### config.mk
export PLATFORM = sky130hd
export DESIGN_NAME = ddr_burst_arbiter
export DESIGN_NICKNAME = d
export VERILOG_FILES = /design/src/rtl/ddr_arb_pkg.sv /design/src/rtl/ddr_burst_arbiter_rr_arb4.sv /design/src/rtl/ddr_burst_arbiter.sv
export SDC_FILE = /design/constraint.sdc
export NUM_CORES = 1
export LEC_CHECK = 0
export BUFFER_PORTS_ARGS = -buffer_cell sky130_fd_sc_hd__buf_2
export CAP_MARGIN = 10
export CELL_PAD_IN_SITES_DETAIL_PLACEMENT = 1
export CELL_PAD_IN_SITES_GLOBAL_PLACEMENT = 1
export CORE_AREA = 4 4 147 149
export CTS_CLUSTER_DIAMETER = 30
export DETAILED_ROUTE_END_ITERATION = 10
export DIE_AREA = 0 0 151 153
export PLACE_DENSITY = 0.75
export SLEW_MARGIN = 20
export SYNTH_ARGS = -nofsm -noshare
export SYNTH_HDL_FRONTEND = slang
export SYNTH_SLANG_ARGS = --single-unit
export TNS_END_PERCENT = 1
### constraint.sdc
create_clock -name i_clk -period 2.7 [get_ports i_clk]
set_clock_uncertainty 0.05 [all_clocks]
set_input_delay 0.54 -clock i_clk [delete_from_list [all_inputs] [get_ports i_clk]]
set_output_delay 0.54 -clock i_clk [all_outputs]
set_load 0.01 [all_outputs]
### src/rtl/ddr_arb_pkg.sv
// ddr_arb_pkg: shared types and constants for the DDR burst arbiter.
//   arb_state_e - arbiter FSM states
//   CH*_*       - requester indices, also the round-robin priority order
//   is_read()   - true for the two read requesters
package ddr_arb_pkg;

    typedef enum logic [1:0] {
        StIdle  = 2'd0,
        StGrant = 2'd1,
        StBurst = 2'd2,
        StDone  = 2'd3
    } arb_state_e;

    localparam logic [1:0] CH0_WR = 2'd0;
    localparam logic [1:0] CH1_WR = 2'd1;
    localparam logic [1:0] CH0_RD = 2'd2;
    localparam logic [1:0] CH1_RD = 2'd3;

    // Read requesters occupy the upper half of the index space.
    function automatic logic is_read(input logic [1:0] idx);
        return idx[1];
    endfunction

endpackage

### src/rtl/ddr_burst_arbiter_rr_arb4.sv
// rr_arb4: combinational 4-way round-robin picker.
//   i_req   [3:0] request vector, bit index = requester index
//   i_ptr   [1:0] highest-priority index for this pick
//   o_grant [3:0] one-hot grant (all zero when no request)
//   o_idx   [1:0] index of the granted requester
//   o_valid       at least one request present
module rr_arb4 (
    input  logic [3:0] i_req,
    input  logic [1:0] i_ptr,
    output logic [3:0] o_grant,
    output logic [1:0] o_idx,
    output logic       o_valid
);

    logic [1:0] w_cand;

    // Scan from the furthest offset back to the pointer so the nearest
    // requester at/after the pointer is the last (winning) assignment.
    always_comb begin
        o_idx   = i_ptr;
        o_valid = 1'b0;
        w_cand  = i_ptr;
        for (int i = 3; i >= 0; i--) begin
            w_cand = i_ptr + 2'(i);
            if (i_req[w_cand]) begin
                o_idx   = w_cand;
                o_valid = 1'b1;
            end
        end
        o_grant = o_valid ? (4'b0001 << o_idx) : 4'b0000;
    end

endmodule

### src/rtl/ddr_burst_arbiter.sv
// ddr_burst_arbiter: grants one of four burst requesters (ch0 wr, ch1 wr,
// ch0 rd, ch1 rd) round-robin onto a single downstream DDR burst port and
// routes data_req / data_valid / finish back to the winner.
//   i_clk, i_rst_n              phy_clk, async active-low reset
//   i_chN_{wr,rd}_burst_*       requester side (req level, addr, len, data)
//   o_chN_{wr,rd}_burst_*       winner-only data strobes, finish pulses
//   o_mem_*, i_mem_*            downstream burst port
//   i_init_done                 no new grant while low
//   o_timeout_err               sticky burst watchdog flag
// Optional feature: define DDR_ARB_TIMEOUT_EN to enable the burst watchdog
// (TIMEOUT_CYCLES); otherwise o_timeout_err is tied 0 and bursts wait
// indefinitely for i_mem_finish.
module ddr_burst_arbiter
    import ddr_arb_pkg::*;
#(
    parameter int unsigned ADDR_W         = 25,
    parameter int unsigned DATA_W         = 32,
    parameter int unsigned LEN_W          = 10,
    parameter int unsigned TIMEOUT_CYCLES = 4096
) (
    input  logic              i_clk,
    input  logic              i_rst_n,
    input  logic              i_ch0_wr_burst_req,
    input  logic [ADDR_W-1:0] i_ch0_wr_burst_addr,
    input  logic [LEN_W-1:0]  i_ch0_wr_burst_len,
    output logic              o_ch0_wr_burst_data_req,
    input  logic [DATA_W-1:0] i_ch0_wr_burst_data,
    output logic              o_ch0_wr_burst_finish,
    input  logic              i_ch1_wr_burst_req,
    input  logic [ADDR_W-1:0] i_ch1_wr_burst_addr,
    input  logic [LEN_W-1:0]  i_ch1_wr_burst_len,
    output logic              o_ch1_wr_burst_data_req,
    input  logic [DATA_W-1:0] i_ch1_wr_burst_data,
    output logic              o_ch1_wr_burst_finish,
    input  logic              i_ch0_rd_burst_req,
    input  logic [ADDR_W-1:0] i_ch0_rd_burst_addr,
    input  logic [LEN_W-1:0]  i_ch0_rd_burst_len,
    output logic              o_ch0_rd_burst_data_valid,
    output logic [DATA_W-1:0] o_ch0_rd_burst_data,
    output logic              o_ch0_rd_burst_finish,
    input  logic              i_ch1_rd_burst_req,
    input  logic [ADDR_W-1:0] i_ch1_rd_burst_addr,
    input  logic [LEN_W-1:0]  i_ch1_rd_burst_len,
    output logic              o_ch1_rd_burst_data_valid,
    output logic [DATA_W-1:0] o_ch1_rd_burst_data,
    output logic              o_ch1_rd_burst_finish,
    output logic              o_mem_wr_req,
    output logic              o_mem_rd_req,
    output logic [ADDR_W-1:0] o_mem_addr,
    output logic [LEN_W-1:0]  o_mem_len,
    input  logic              i_mem_wr_data_req,
    output logic [DATA_W-1:0] o_mem_wr_data,
    input  logic              i_mem_rd_data_valid,
    input  logic [DATA_W-1:0] i_mem_rd_data,
    input  logic              i_mem_finish,
    input  logic              i_init_done,
    output logic              o_timeout_err
);

    if (TIMEOUT_CYCLES == 0) begin : g_bad_timeout
        $error("TIMEOUT_CYCLES must be nonzero");
    end

    arb_state_e        r_state;
    logic [1:0]        r_ptr;
    logic [1:0]        r_idx;
    logic [ADDR_W-1:0] r_mem_addr;
    logic [LEN_W-1:0]  r_mem_len;
    logic              r_mem_wr_req;
    logic              r_mem_rd_req;
    logic              r_fin_pulse;
    logic              r_timeout_err;

    logic [3:0]        w_req;
    logic [3:0]        w_grant;
    logic [1:0]        w_win_idx;
    logic              w_win_valid;
    logic [ADDR_W-1:0] w_win_addr;
    logic [LEN_W-1:0]  w_win_len;
    logic              w_to_hit;
    logic              w_fin_now;
    logic              w_burst_wr;
    logic              w_burst_rd;
    logic              w_wr_path;

    assign w_req = {i_ch1_rd_burst_req, i_ch0_rd_burst_req,
                    i_ch1_wr_burst_req, i_ch0_wr_burst_req};

    rr_arb4 u_rr_arb4 (
        .i_req   (w_req),
        .i_ptr   (r_ptr),
        .o_grant (w_grant),
        .o_idx   (w_win_idx),
        .o_valid (w_win_valid)
    );

    always_comb begin
        w_win_addr = '0;
        w_win_len  = '0;
        unique case (1'b1)
            w_grant[0]: begin w_win_addr = i_ch0_wr_burst_addr; w_win_len = i_ch0_wr_burst_len; end
            w_grant[1]: begin w_win_addr = i_ch1_wr_burst_addr; w_win_len = i_ch1_wr_burst_len; end
            w_grant[2]: begin w_win_addr = i_ch0_rd_burst_addr; w_win_len = i_ch0_rd_burst_len; end
            w_grant[3]: begin w_win_addr = i_ch1_rd_burst_addr; w_win_len = i_ch1_rd_burst_len; end
            default: ;
        endcase
    end

`ifdef DDR_ARB_TIMEOUT_EN
    localparam int unsigned CNT_W = $clog2(TIMEOUT_CYCLES + 1);
    logic [CNT_W-1:0] r_to_cnt;

    // Counts cycles spent in BURST; zero on the cycle mem req first shows.
    always_ff @(posedge i_clk or negedge i_rst_n) begin
        if (!i_rst_n) begin
            r_to_cnt <= '0;
        end else if (r_state != StBurst) begin
            r_to_cnt <= '0;
        end else if (!w_to_hit) begin
            r_to_cnt <= r_to_cnt + 1'b1;
        end
    end

    assign w_to_hit = (r_state == StBurst) && (r_to_cnt == CNT_W'(TIMEOUT_CYCLES));
`else
    assign w_to_hit = 1'b0;
`endif

    always_ff @(posedge i_clk or negedge i_rst_n) begin
        if (!i_rst_n) begin
            r_state       <= StIdle;
            r_ptr         <= CH0_WR;
            r_idx         <= CH0_WR;
            r_mem_addr    <= '0;
            r_mem_len     <= '0;
            r_mem_wr_req  <= 1'b0;
            r_mem_rd_req  <= 1'b0;
            r_fin_pulse   <= 1'b0;
            r_timeout_err <= 1'b0;
        end else begin
            r_fin_pulse <= 1'b0;
            case (r_state)
                StIdle: begin
                    if (i_init_done && w_win_valid) begin
                        r_idx      <= w_win_idx;
                        r_mem_addr <= w_win_addr;
                        r_mem_len  <= w_win_len;
                        r_state    <= StGrant;
                    end
                end
                StGrant: begin
                    r_ptr <= r_idx + 2'd1;
                    if (r_mem_len == '0) begin
                        // Zero-length burst: skip the core, finish shows in DONE.
                        r_fin_pulse <= 1'b1;
                        r_state     <= StDone;
                    end else begin
                        r_mem_wr_req <= !is_read(r_idx);
                        r_mem_rd_req <= is_read(r_idx);
                        r_state      <= StBurst;
                    end
                end
                StBurst: begin
                    if (i_mem_finish || w_to_hit) begin
                        r_mem_wr_req <= 1'b0;
                        r_mem_rd_req <= 1'b0;
                        r_state      <= StDone;
`ifdef DDR_ARB_TIMEOUT_EN
                        if (!i_mem_finish) begin
                            r_timeout_err <= 1'b1;
                        end
`endif
                    end
                end
                // One dead cycle lets the finished requester drop its req.
                StDone: r_state <= StIdle;
                default: r_state <= StIdle;
            endcase
        end
    end

    assign w_burst_wr = (r_state == StBurst) && !is_read(r_idx);
    assign w_burst_rd = (r_state == StBurst) && is_read(r_idx);
    assign w_wr_path  = (r_state != StIdle) && !is_read(r_idx);
    assign w_fin_now  = ((r_state == StBurst) && (i_mem_finish || w_to_hit)) || r_fin_pulse;

    assign o_ch0_wr_burst_data_req   = w_burst_wr && (r_idx == CH0_WR) && i_mem_wr_data_req;
    assign o_ch1_wr_burst_data_req   = w_burst_wr && (r_idx == CH1_WR) && i_mem_wr_data_req;
    assign o_ch0_rd_burst_data_valid = w_burst_rd && (r_idx == CH0_RD) && i_mem_rd_data_valid;
    assign o_ch1_rd_burst_data_valid = w_burst_rd && (r_idx == CH1_RD) && i_mem_rd_data_valid;
    assign o_ch0_rd_burst_data       = w_burst_rd ? i_mem_rd_data : '0;
    assign o_ch1_rd_burst_data       = w_burst_rd ? i_mem_rd_data : '0;

    assign o_ch0_wr_burst_finish = w_fin_now && (r_idx == CH0_WR);
    assign o_ch1_wr_burst_finish = w_fin_now && (r_idx == CH1_WR);
    assign o_ch0_rd_burst_finish = w_fin_now && (r_idx == CH0_RD);
    assign o_ch1_rd_burst_finish = w_fin_now && (r_idx == CH1_RD);

    assign o_mem_wr_data = !w_wr_path          ? '0 :
                           (r_idx == CH1_WR)   ? i_ch1_wr_burst_data : i_ch0_wr_burst_data;

    assign o_mem_wr_req  = r_mem_wr_req;
    assign o_mem_rd_req  = r_mem_rd_req;
    assign o_mem_addr    = r_mem_addr;
    assign o_mem_len     = r_mem_len;
    assign o_timeout_err = r_timeout_err;

endmodule

# Word-level counts from Yosys, hierarchy flattened
# Index checks and enable logic that the tools add are counted.
[totals]
reg_bits = 44
in_bits = 246
output_inout_bits = 142
word_cells = 86
[op_classes]
addsub = 4
order_cmp = 4
n_eq_ne = 9
shifts = 1
mux = 33
n_reduce_logical = 27
[op_table]
columns = ["operator", "count"]
rows = [
  ["one-hot mux 25 bit (4 select lines)", 1],
  ["two-way mux 32 bit", 3],
  ["one-hot mux 10 bit (4 select lines)", 1],
  ["logical AND 1 bit", 17],
  ["two-way mux 1 bit", 14],
  ["less-than comparator 2 x 3 -> 1 bit, second input constant", 4],
  ["two-way mux 2 bit", 6],
  ["zero test 10 bit", 1],
  ["binary-select mux 1 bit (select 2 bit)", 4],
  ["equality test 2 bit, second input constant", 4],
  ["one-hot mux 2 bit (4 select lines)", 1],
  ["inequality test 2 bit, second input constant", 3],
  ["adder 2 x 1 -> 2 bit, second input constant", 2],
  ["adder 2 bit, second input constant", 2],
  ["equality test 2 x 1 -> 1 bit, second input constant", 2],
  ["zero test 2 bit", 2],
  ["two-way mux 4 bit", 1],
  ["one-hot mux 1 bit (2 select lines)", 2],
  ["AND reduction 2 bit", 2],
  ["nonzero test 2 bit", 2],
  ["<< shifter 1 x 2 -> 4 bit, first input constant", 1],
  ["AND reduction 3 bit", 1],
  ["zero test 1 bit", 1],
  ["logical OR 1 bit", 1],
]

# Logic depth before layout (Yosys ltp)
# Gate-level depths: netlist (run 1).
[logic_depth]
ltp_word = 10
ltp_mapped = 8
mapped_depth_nobuf = 6

# Modules after synthesis
# A second synthesis (run 1) with hierarchy kept.
[unflattened]
cells_unflattened = 430
hier_area_um2 = 3676.0
[modules_own_cells]
columns = ["mod", "instances", "cells_each", "area_per_inst_um2", "seq_area_each_um2"]
rows = [
  ["ddr_burst_arbiter", 1, 401, 3500.9, 1101.1],
  ["rr_arb4", 1, 29, 175.2, 0.0],
]

# Worst setup path after synthesis (run 1)
# Ideal clock, no wire load.
[synth_timing]
path_type = "flip-flop to output port"
from = "register r_idx[1]"
to = "output port o_mem_wr_data[10]"
arrival_ns = 1.602
t_required_ns = 2.110
path_slack_ns = 0.508
stages_incl_launch_ff = 7
path_buffers = 2
path_cell_list = "dfrtp_1 > inv_1 > ha_1 > clkbuf_1 > buf_2 > mux2i_1 > nor2_1"
[synth_between]
elab_chain_len = 3
word_cells_on_any_way = 5
classes_between = "1 x eq/ne; 2 x mux; 2 x reduce/logical"
[synth_rtl]
columns = ["item", "line", "source"]
rows = [
  ["start, declared", "ddr_burst_arbiter.sv:66", "logic [1:0] r_idx;"],
  ["start signal, assigned", "ddr_burst_arbiter.sv:145", "r_idx <= w_win_idx;"],
  ["equality test 2 x 1 -> 1 bit / zero test 1 bit (equally long branches)", "ddr_burst_arbiter.sv:200, ddr_burst_arbiter.sv:184", ""],
  ["two-way mux 32 bit / logical AND 1 bit (equally long branches)", "ddr_burst_arbiter.sv:200, ddr_burst_arbiter.sv:184", ""],
  ["two-way mux 32 bit *", "ddr_burst_arbiter.sv:199", "assign o_mem_wr_data = !w_wr_path ? '0 :"],
  ["end, declared", "ddr_burst_arbiter.sv:52", "output logic [DATA_W-1:0] o_mem_wr_data,"],
]
# Mark *: on every way between the ends. The rest lies on a longest branch, timed or not.

# Worst setup path in the final report (run 1)
[layout_timing]
from = "register r_idx[1]"
to = "output port o_mem_wr_data[20]"
# Same word-level chain as after synthesis.

==> results.yml, run 1 <==
synthesis:
  synth-edff-count: 0
  synth_compound_area_share_pct: 23.0
  netlist_instances: 510
  ys_seq_elements: 44
  synth-async-reset-ratio_pct: 100
  syn_area_mm2: 0.00403
  yosys.area.top_type: "dfrtp_1"
  synth_top_area_share_pct: 27.4
  synth_fa_ha_area_share_pct: 2.18
  synth-warning-count: 1
  synth_top_family_by_area: "simple AND/OR/NAND/NOR gates"
  syn-num-nets: 763
  yosysUniqueCellTypes: 41
  synth_xor_area_share_pct: 0
  synthMuxAreaShare_pct: 8.24
  synth_area_leaders: "dfrtp_1 27%, a31oi_1 11%, and3_1 10%"
  ys_seq_area_share_pct: 27.4
  yosys.area_share.simple_pct: 25.5
  avgSynthCellArea_um2: 7.89
  ys.flop_type: "dfrtp_1"
critical_path:
  worstPathArrival_ns: 1.95
  end_kind: "output port"
  cp.required_ns: 2.11
  r2r_start: "r_ptr[0]"
  crit_type: "reg -> out"
  worst_setup_path_start_kind: "register"
  cp_max_fo: 14
  critPathLaunch: "r_idx[1]"
global_routing:
  antenna_found_initial: 7
  overflow: 0
  grt.total_usage_pct: 17.5
  grt_pass1_wl_um: 32000
  first_global_vias: 5361
  grt_max_degree: 40
floorplanning:
  core_mm2: 0.0202
  die_area_mm2: 0.0231
  initial_utilization_pct: 20.0
  die_w_um: 151
  die_h_um: 153
  rows: 52
  pin_count: 388
cts:
  clkLatencyLatePin_ns: 0.28
  cts_made_buffers: 5
  path_clk_slew_ns: 0.07
  clk_path_buf_depth: 2
  post_cts_buffers: 0
  htree_num_levels: 2
  clock_sinks: 44
  cts_root_buffer: "clkbuf_16"
  cts_tree: "done"
sta:
  hold_ws_ns: 0.227
  final.setup.tns_ns: 0
  drv_slew: 0
  max_freq_mhz: 393
  slew_headroom_pct: 29.0
  finalHoldViolations: 0
  period_needed_ns: 2.54
  rsz0062_at_grt: "no"
  setup_viol: 0
  setup_slack_ns: 0.157
  worstMarginPinSlew_ns: 1.06
  finalCritPeriodShare_pct: 94.2
pwr:
  finalPower_w: 0.00558
  power_density_mw_per_mm2: 909
  p_leak_nw: 3.39
  peakVddDrop_mv: 0.267
routing:
  drtIter0Drc: 248
  first_pass_iters: 6
  drcViolationCount: 0
  vias: 5321
  wl_per_cell_um: 20.1
  wl_um: 22400
  antenna_left: 0
  viasPerCell: 4.77
place:
  io_buffers: 386
  hpwl_um: 18100
  place.gp.congestion: 0.777
  dp.cells: 1101
  post-place-ws_ns: 0.298
layout:
  final_common_cell: "buf_2"
  layout_common_cells: "386 x buf_2, 72 x a31oi_1, 71 x nor2_1"
  drive_gt1_share_pct: 50.4
  fin_cells: 1116
  area_delta_synth_final_pct: 52.5
  nNetsFinal: 1091
worst_hold_path:
  hp-class: "in -> async"
run_status:
  status: "completed"
flow_run:
  cap_violations: 0
==> stage by stage <==
step	utilization [%]	area, µm²
floorplan	-	4030
global placement	29.6	5980
detailed placement	29.6	5980
CTS	30.3	6110
global route	30.4	6130
finish	30.4	6140
==> final cells by class <==
class | count | area, µm²
well taps | 270 | 338
diodes | 8 | 20.0
inverters | 8 | 30.0
repair buffers | 407 | 2100
multi-input cells | 372 | 2410
fillers | 2580 | 14000
clock buffers | 6 | 129
flip-flops and latches | 44 | 1100
clock inverters | 1 | 5.00
==> kinds of logic after synthesis <==
| group | Yosys count |
|---|---|
| fa+ha+maj | 7 |
| compound gates | 132 |
| flops | 44 |
| other cells | 1 |
| mux | 33 |
| simple gates | 199 |
| buf+inv | 94 |
==> report_power, final <==
| group | internal [W] | total [W] | leakage [nW] | switching (W) |
|---|---|---|---|---|
| registers | 0.000991 | 0.00124 | 0.505 | 0.000247 |
| clock network | 0.000337 | 0.000598 | 0.0668 | 0.000260 |
| logic | 0.00148 | 0.00375 | 2.82 | 0.00226 |
==> what timing repair did <==
item                       in CTS  in global routing
setup endpoints to repair       0                 14
resized for setup               0                  1
hold buffers                    0                  0
==> worst max-delay path: stages, from the launching register on <==
cell	delay (ns)
dfrtp_1	0.38
inv_1	0.26
ha_4	0.26
buf_4	0.28
mux2i_1	0.27
nor2_1	0.06
buf_2	0.15
==> cells in the mapped netlist (2+ instances only) <==
library cell / instances
a31oi_1: 72
nor2_1: 72
and3_1: 67
dfrtp_1: 44
buf_4: 37
nand3_1: 36
a22oi_1: 35
mux2i_1: 32
buf_2: 21
clkbuf_1: 21
inv_1: 8
nor2b_1: 8
ha_1: 7
o21ai_0: 5
a21oi_1: 4
and4_1: 4
buf_6: 4
buf_1: 3
nand2_1: 3
a2bb2oi_1: 2
nand2b_1: 2
o21ai_1: 2
o2bb2ai_1: 2
or3_1: 2
==> final timing paths <==
check / depth (start not counted) / slack [ns] / end
setup / recovery: 6 / 0.16 / o_mem_wr_data[20]
hold / removal: 1 / 0.23 / o_mem_addr[11]
setup reg to reg: 5 / 0.51 / o_mem_len[9]
hold reg to reg: 1 / 0.47 / o_mem_rd_req
max in group asynchronous: 2 / 1.64 / o_mem_len[6]
min in group i_clk: 1 / 0.47 / o_mem_rd_req
==> routing by layer <==
| metal | track usage, % | up-vias | routed length [µm] |
|---|---|---|---|
| met3 | 4.59 | 16 | 2000 |
| met1 | 20.7 | 2535 | 8710 |
| met5 | 0 | - | 7 |
| li1 | - | 2519 | - |
| met2 | 31.5 | 249 | 11400 |
| met4 | 4.06 | 2 | 257 |
==> flip-flops by register name (all words and copies together) (netlist names) <==
| register | flops |
|---|---|
| r_fin_pulse | 1 |
| r_state | 2 |
| r_idx | 2 |
| o_mem_rd_req | 1 |
| r_ptr | 2 |
| o_mem_addr | 25 |
| o_mem_wr_req | 1 |
| o_mem_len | 10 |
Note: power is estimated with default switching activity, not from simulation.
==> run 2: changes to the inputs <==
--- a/config.mk
+++ b/config.mk
@@ -14,4 +14,6 @@
 export DETAILED_ROUTE_END_ITERATION = 10
 export DIE_AREA = 0 0 151 153
+export GPL_TIMING_DRIVEN = 1
+export MAX_ROUTING_LAYER = met4
 export PLACE_DENSITY = 0.75
 export SLEW_MARGIN = 20
==> constraint.sdc (replaced) <==
create_clock -name i_clk -period 2.7 [get_ports i_clk]
set_clock_uncertainty 0.05 [all_clocks]
set_input_delay 0.135 -clock i_clk [delete_from_list [all_inputs] [get_ports i_clk]]
set_output_delay 0.135 -clock i_clk [all_outputs]
set_load 0.01 [all_outputs]
==> run 2 against run 1 <==
Against the previous run: wire length shrank 1.3%; via count decreased by 1.1%; sequential share of layout area about the same; flip-flop and latch count unchanged; largest power group unchanged; register-to-register slack hardly changed; design area down 0.14%; combinational power is 2% lower; sequential power barely moved.
==> results.yml, run 2 (synthesized netlist as in run 1, its figures left out) <==
pwr:
  p_comb_share_pct: 64.4
  clock_power_share_pct: 13.5
  switching_share_pct: 48.6
  pwr-share-seq_pct: 22.0
  internal-power_w: 0.00294
  peakVddDrop_mv: 0.363
  power_density_mw_per_mm2: 935
  switching_power_w: 0.00279
  finalPower_w: 0.00573
  p_leak_nw: 3.39
place:
  dpl_cell_area_mm2: 0.00593
  io_buffers: 386
  post-place-ws_ns: 0.507
  hpwl_um: 17800
  place.gp.congestion: 0.808
layout:
  drive_gt1_share_pct: 50.1
  layout_common_cells: "386 x buf_2, 72 x a31oi_1, 71 x nor2_1"
  area_delta_synth_final_pct: 52.3
  final_common_cell: "buf_2"
  final_area_mm2: 0.00613
  nNetsFinal: 1086
  largest_reg_flops: 25
cts:
  cts_resized: 0
  path_clk_slew_ns: 0.07
  cts_tree: "done"
  htree_num_levels: 2
  clock_sinks: 44
  clk_path_buf_depth: 2
  clkLatencyLatePin_ns: 0.30
  cts_root_buffer: "clkbuf_16"
  cts_made_buffers: 5
routing:
  wl_per_cell_um: 20.0
  antenna_left: 0
  drtIter0Drc: 172
  first_pass_iters: 4
  wl_um: 22100
  viasPerCell: 4.76
  drcViolationCount: 0
  vias: 5265
critical_path:
  crit_type: "reg -> out"
  cp.required_ns: 2.52
  worstPathArrival_ns: 2.05
  end_kind: "output port"
  worst_setup_path_start_kind: "register"
  cp_max_fo: 16
floorplanning:
  rows: 52
  pin_count: 388
  die_area_mm2: 0.0231
  die_w_um: 151
  die_h_um: 153
  core_mm2: 0.0202
  initial_utilization_pct: 20.0
sta:
  period_needed_ns: 2.24
  setup_slack_ns: 0.462
  finalCritPeriodShare_pct: 82.9
  final.setup.tns_ns: 0
  worstMarginPinSlew_ns: 1.03
  rsz0062_at_grt: "no"
  setup_viol: 0
  slew_headroom_pct: 31.3
  drv_slew: 0
  max_freq_mhz: 447
  finalHoldViolations: 0
flow_run:
  cap_violations: 0
global_routing:
  first_global_vias: 5470
  grt_max_degree: 40
  grt_pass1_wl_um: 31400
  overflow: 0
  grt.total_usage_pct: 17.9
  antenna_found_initial: 3
run_status:
  status: "completed"
worst_hold_path:
  hp-class: "in -> reg"
## run 2: metrics by stage
stage	cells	hold slack (ns)	util, %
floorplan	510	-0.211	-
detailed placement	1095	0.0859	29.4
global route	1107	0.0639	30.4
CTS	1104	0.0446	30.4
finish	1107	0.0555	30.4
global placement	1095	0.0753	29.4
## run 2: area by class of cell
type | count | area, µm²
fill | 2558 | 14000
multi-input combinational | 372 | 2400
timing repair buffer | 402 | 2070
sequential | 44 | 1100
tap | 270 | 338
clock buffer | 7 | 153
clock inverter | 1 | 30.0
inverter | 8 | 30.0
antenna | 3 | 7.51
## run 2: final timing paths
check / from / end / slack (ns) / cells after the start
setup / recovery: r_idx[0] / o_mem_wr_data[14] / 0.46 / 5
hold / removal: i_ch0_rd_burst_len[4] / o_mem_len[4] / 0.06 / 3
setup reg to reg: r_ptr[1] / o_mem_addr[21] / 0.50 / 4
hold reg to reg: o_mem_rd_req / o_mem_rd_req / 0.47 / 1
max in group asynchronous: i_rst_n / o_mem_addr[1] / 1.55 / 3
min in group asynchronous: i_rst_n / o_mem_addr[8] / 0.28 / 2
## run 2: metal layers
layer / up-vias / wire, µm / track usage [%]
li1: 2497 / - / -
met1: 2518 / 8810 / 20.5
met2: 232 / 11200 / 31.9
met3: 18 / 1830 / 4.32
met4: 0 / 267 / 3.54
met5: - / 0 / -
## run 2: power groups by stage
stage | clock network, W | logic, W | registers (W)
2_1_floorplan | 0 | 0.00220 | 0.00132
3_3_place_gp | 0 | 0.00369 | 0.00126
3_5_place_dp | 0 | 0.00375 | 0.00128
4_1_cts | 0.000795 | 0.00376 | 0.00127
5_1_grt | 0.000827 | 0.00404 | 0.00131
6_report | 0.000775 | 0.00369 | 0.00126
## run 2: worst max-delay path, cell delays in order, from the launching register on
cell     delay (ns)
dfrtp_1        0.44
ha_2           0.50
buf_4          0.26
mux2i_1        0.34
nor2_1         0.07
buf_2          0.14
## run 2: repair_timing
action                                 4_1_cts  5_1_grt
endpoints found under the hold margin       18        0
buffers inserted                             0        0
hold buffers                                 1        0
==> run 3: changes to the inputs <==
clock period = 2.2 ns   (was 2.7 ns; I/O delays follow)
==> run 3 against run 2 <==
Against the previous run: via count is 2.6% higher; first-iteration DRC count is 73% higher; hold slack worse by 0.019 ns; wire length up 3.5%; final cell count is 0.99% higher; total power rose by 22%; die area unchanged; global-route usage grew 0.56 points; non-clock buffer count increased by 9; sequential share of layout area decreased by 0.16 points; critical path depth is the same; critical endpoint is now o_mem_wr_data[0].
==> results.yml, run 3 (synthesized netlist as in run 1, its figures left out) <==
sta:
  period_needed_ns: 2.11
  worstMarginPinSlew_ns: 0.970
  rsz0062_at_grt: "no"
  slew_headroom_pct: 35.2
  max_freq_mhz: 474
  drv_slew: 0
  setup_viol: 0
  hold_ws_ns: 0.0367
  finalHoldViolations: 0
  finalCritPeriodShare_pct: 95.8
  final.setup.tns_ns: 0
layout:
  fin_cells: 1118
  largest_reg_flops: 25
  fill_cells: 2584
  multiInputGateArea_mm2: 0.00240
  final_common_cell: "buf_2"
  seq_area_mm2: 0.00110
  layout_common_cells: "386 x buf_2, 72 x a31oi_1, 71 x nor2_1"
  drive_gt1_share_pct: 50.5
  area_delta_synth_final_pct: 53.7
  utilization_pct: 30.7
  nNetsFinal: 1095
floorplanning:
  initial_utilization_pct: 20.0
  die_w_um: 151
  die_area_mm2: 0.0231
  rows: 52
  pin_count: 388
  die_h_um: 153
  core_mm2: 0.0202
routing:
  vias: 5401
  viasPerCell: 4.83
  drcViolationCount: 0
  wl_um: 22900
  wl_per_cell_um: 20.5
  drtIter0Drc: 298
  antenna_left: 0
  first_pass_iters: 4
cts:
  cts_tree: "done"
  cts_root_buffer: "clkbuf_16"
  path_clk_slew_ns: 0.07
  clk_path_buf_depth: 2
  clock_sinks: 44
  cts_made_buffers: 5
  clkLatencyLatePin_ns: 0.29
  htree_num_levels: 2
pwr:
  switching_share_pct: 49.6
  pwr-share-seq_pct: 21.8
  p_leak_nw: 3.42
  clock_power_share_pct: 11.4
  switching_power_w: 0.00346
  internal-power_w: 0.00352
  finalPower_w: 0.00698
  p_comb_share_pct: 66.9
  power_density_mw_per_mm2: 1130
  peakVddDrop_mv: 0.423
flow_run:
  cap_violations: 0
critical_path:
  crit_path_top_delay_cell: "ha_2"
  path_cells: "ha_2 > buf_4 > mux2i_1 > nor2_1 > buf_2"
  cp.required_ns: 2.04
  r2r_slack_ns: 0.23
  r2r_end: "o_mem_addr[12]"
  end_kind: "output port"
  worst_setup_path_start_kind: "register"
  crit_type: "reg -> out"
  cp.depth: 5
  cp_max_fo: 12
  r2r_cells: 4
  worstSetupEndpoint: "o_mem_wr_data[0]"
  critPathLaunch: "r_idx[0]"
  r2r_start: "r_ptr[0]"
  worstPathArrival_ns: 1.95
  path_buf_inv: 2
  slowest_delay_ns: 0.49
  path_delay_family: "adder cells"
place:
  place.gp.congestion: 0.816
  io_buffers: 386
  hpwl_um: 18400
  dp.cells: 1104
global_routing:
  grt_max_degree: 39
  grt_pass1_wl_um: 32600
  grt.met3_usage_pct: 3.70
  antenna_found_initial: 4
  first_global_vias: 5638
  grtUsageMet1_pct: 21.5
  use_met2_pct: 33.4
  overflow: 0
  grt.total_usage_pct: 18.5
  grt-busiest-layer: "met2"
worst_hold_path:
  hp-class: "in -> reg"
run_status:
  status: "completed"
run 3: changes by cell type in the layout (fill, tap and decap cells not counted), sizes merged:
cell	previous run	this run
buf	401	410
diode	3	5
bufinv	1	0
clkinvlp	0	1
run 3: power groups by stage:
stage	registers (W)	logic [W]	clock network [W]
global placement	0.00152	0.00465	0
CTS	0.00152	0.00474	0.000813
global route	0.00158	0.00511	0.000844
floorplan	0.00162	0.00270	0
detailed placement	0.00153	0.00473	0
finish	0.00152	0.00467	0.000795
run 3: final cells by class:
cell class	instances	area share, %
Inverter	8	0.485
Clock inverter	1	0.121
Tap cell	270	5.46
Multi-Input combinational cell	372	38.9
Timing Repair Buffer	411	34.8
Sequential cell	44	17.8
Antenna cell	5	0.202
Clock buffer	7	2.31
run 3: metal layers:
layer  vias up  part of all wire, %
li1       2520                    -
met1      2609                   39
met5         -                    0
met4         0                  1.1
met2       255                   52
met3        17                  7.9
run 3: per-stage QoR:
| stage | cell area [µm²] | setup slack [ns] |
|---|---|---|
| after CTS | 6170 | 0.0554 |
| after global routing | 6180 | 0.00480 |
| after floorplan | 4030 | 0.438 |
| after detailed placement | 6010 | 0.199 |
| final | 6190 | 0.0922 |
| after global placement | 6010 | 0.226 |
run 3: how the worst min path moves through the flow:
stage	startpoint	endpoint	depth (start not counted)
after floorplan	i_rst_n	o_mem_addr[0]	0
after global placement	i_rst_n	o_mem_addr[11]	1
after detailed placement	i_rst_n	o_mem_addr[11]	1
after CTS	i_ch0_rd_burst_addr[14]	o_mem_addr[14]	3
after global routing	i_ch0_rd_burst_len[3]	o_mem_len[3]	3
final	i_ch0_rd_burst_addr[14]	o_mem_addr[14]	3
run 3: worst min-delay path, cell delays in order:
cell and delay (ns):
buf_2 0.09, nand3_1 0.07, a31oi_1 0.07
run 3: repair_timing:
action | 4_1_cts | 5_1_grt
gates resized for setup | 0 | 1
setup buffers | 0 | 0
hold buffers | 1 | 0
setup endpoints to repair | 0 | 38
endpoints found under the hold margin | 22 | 0
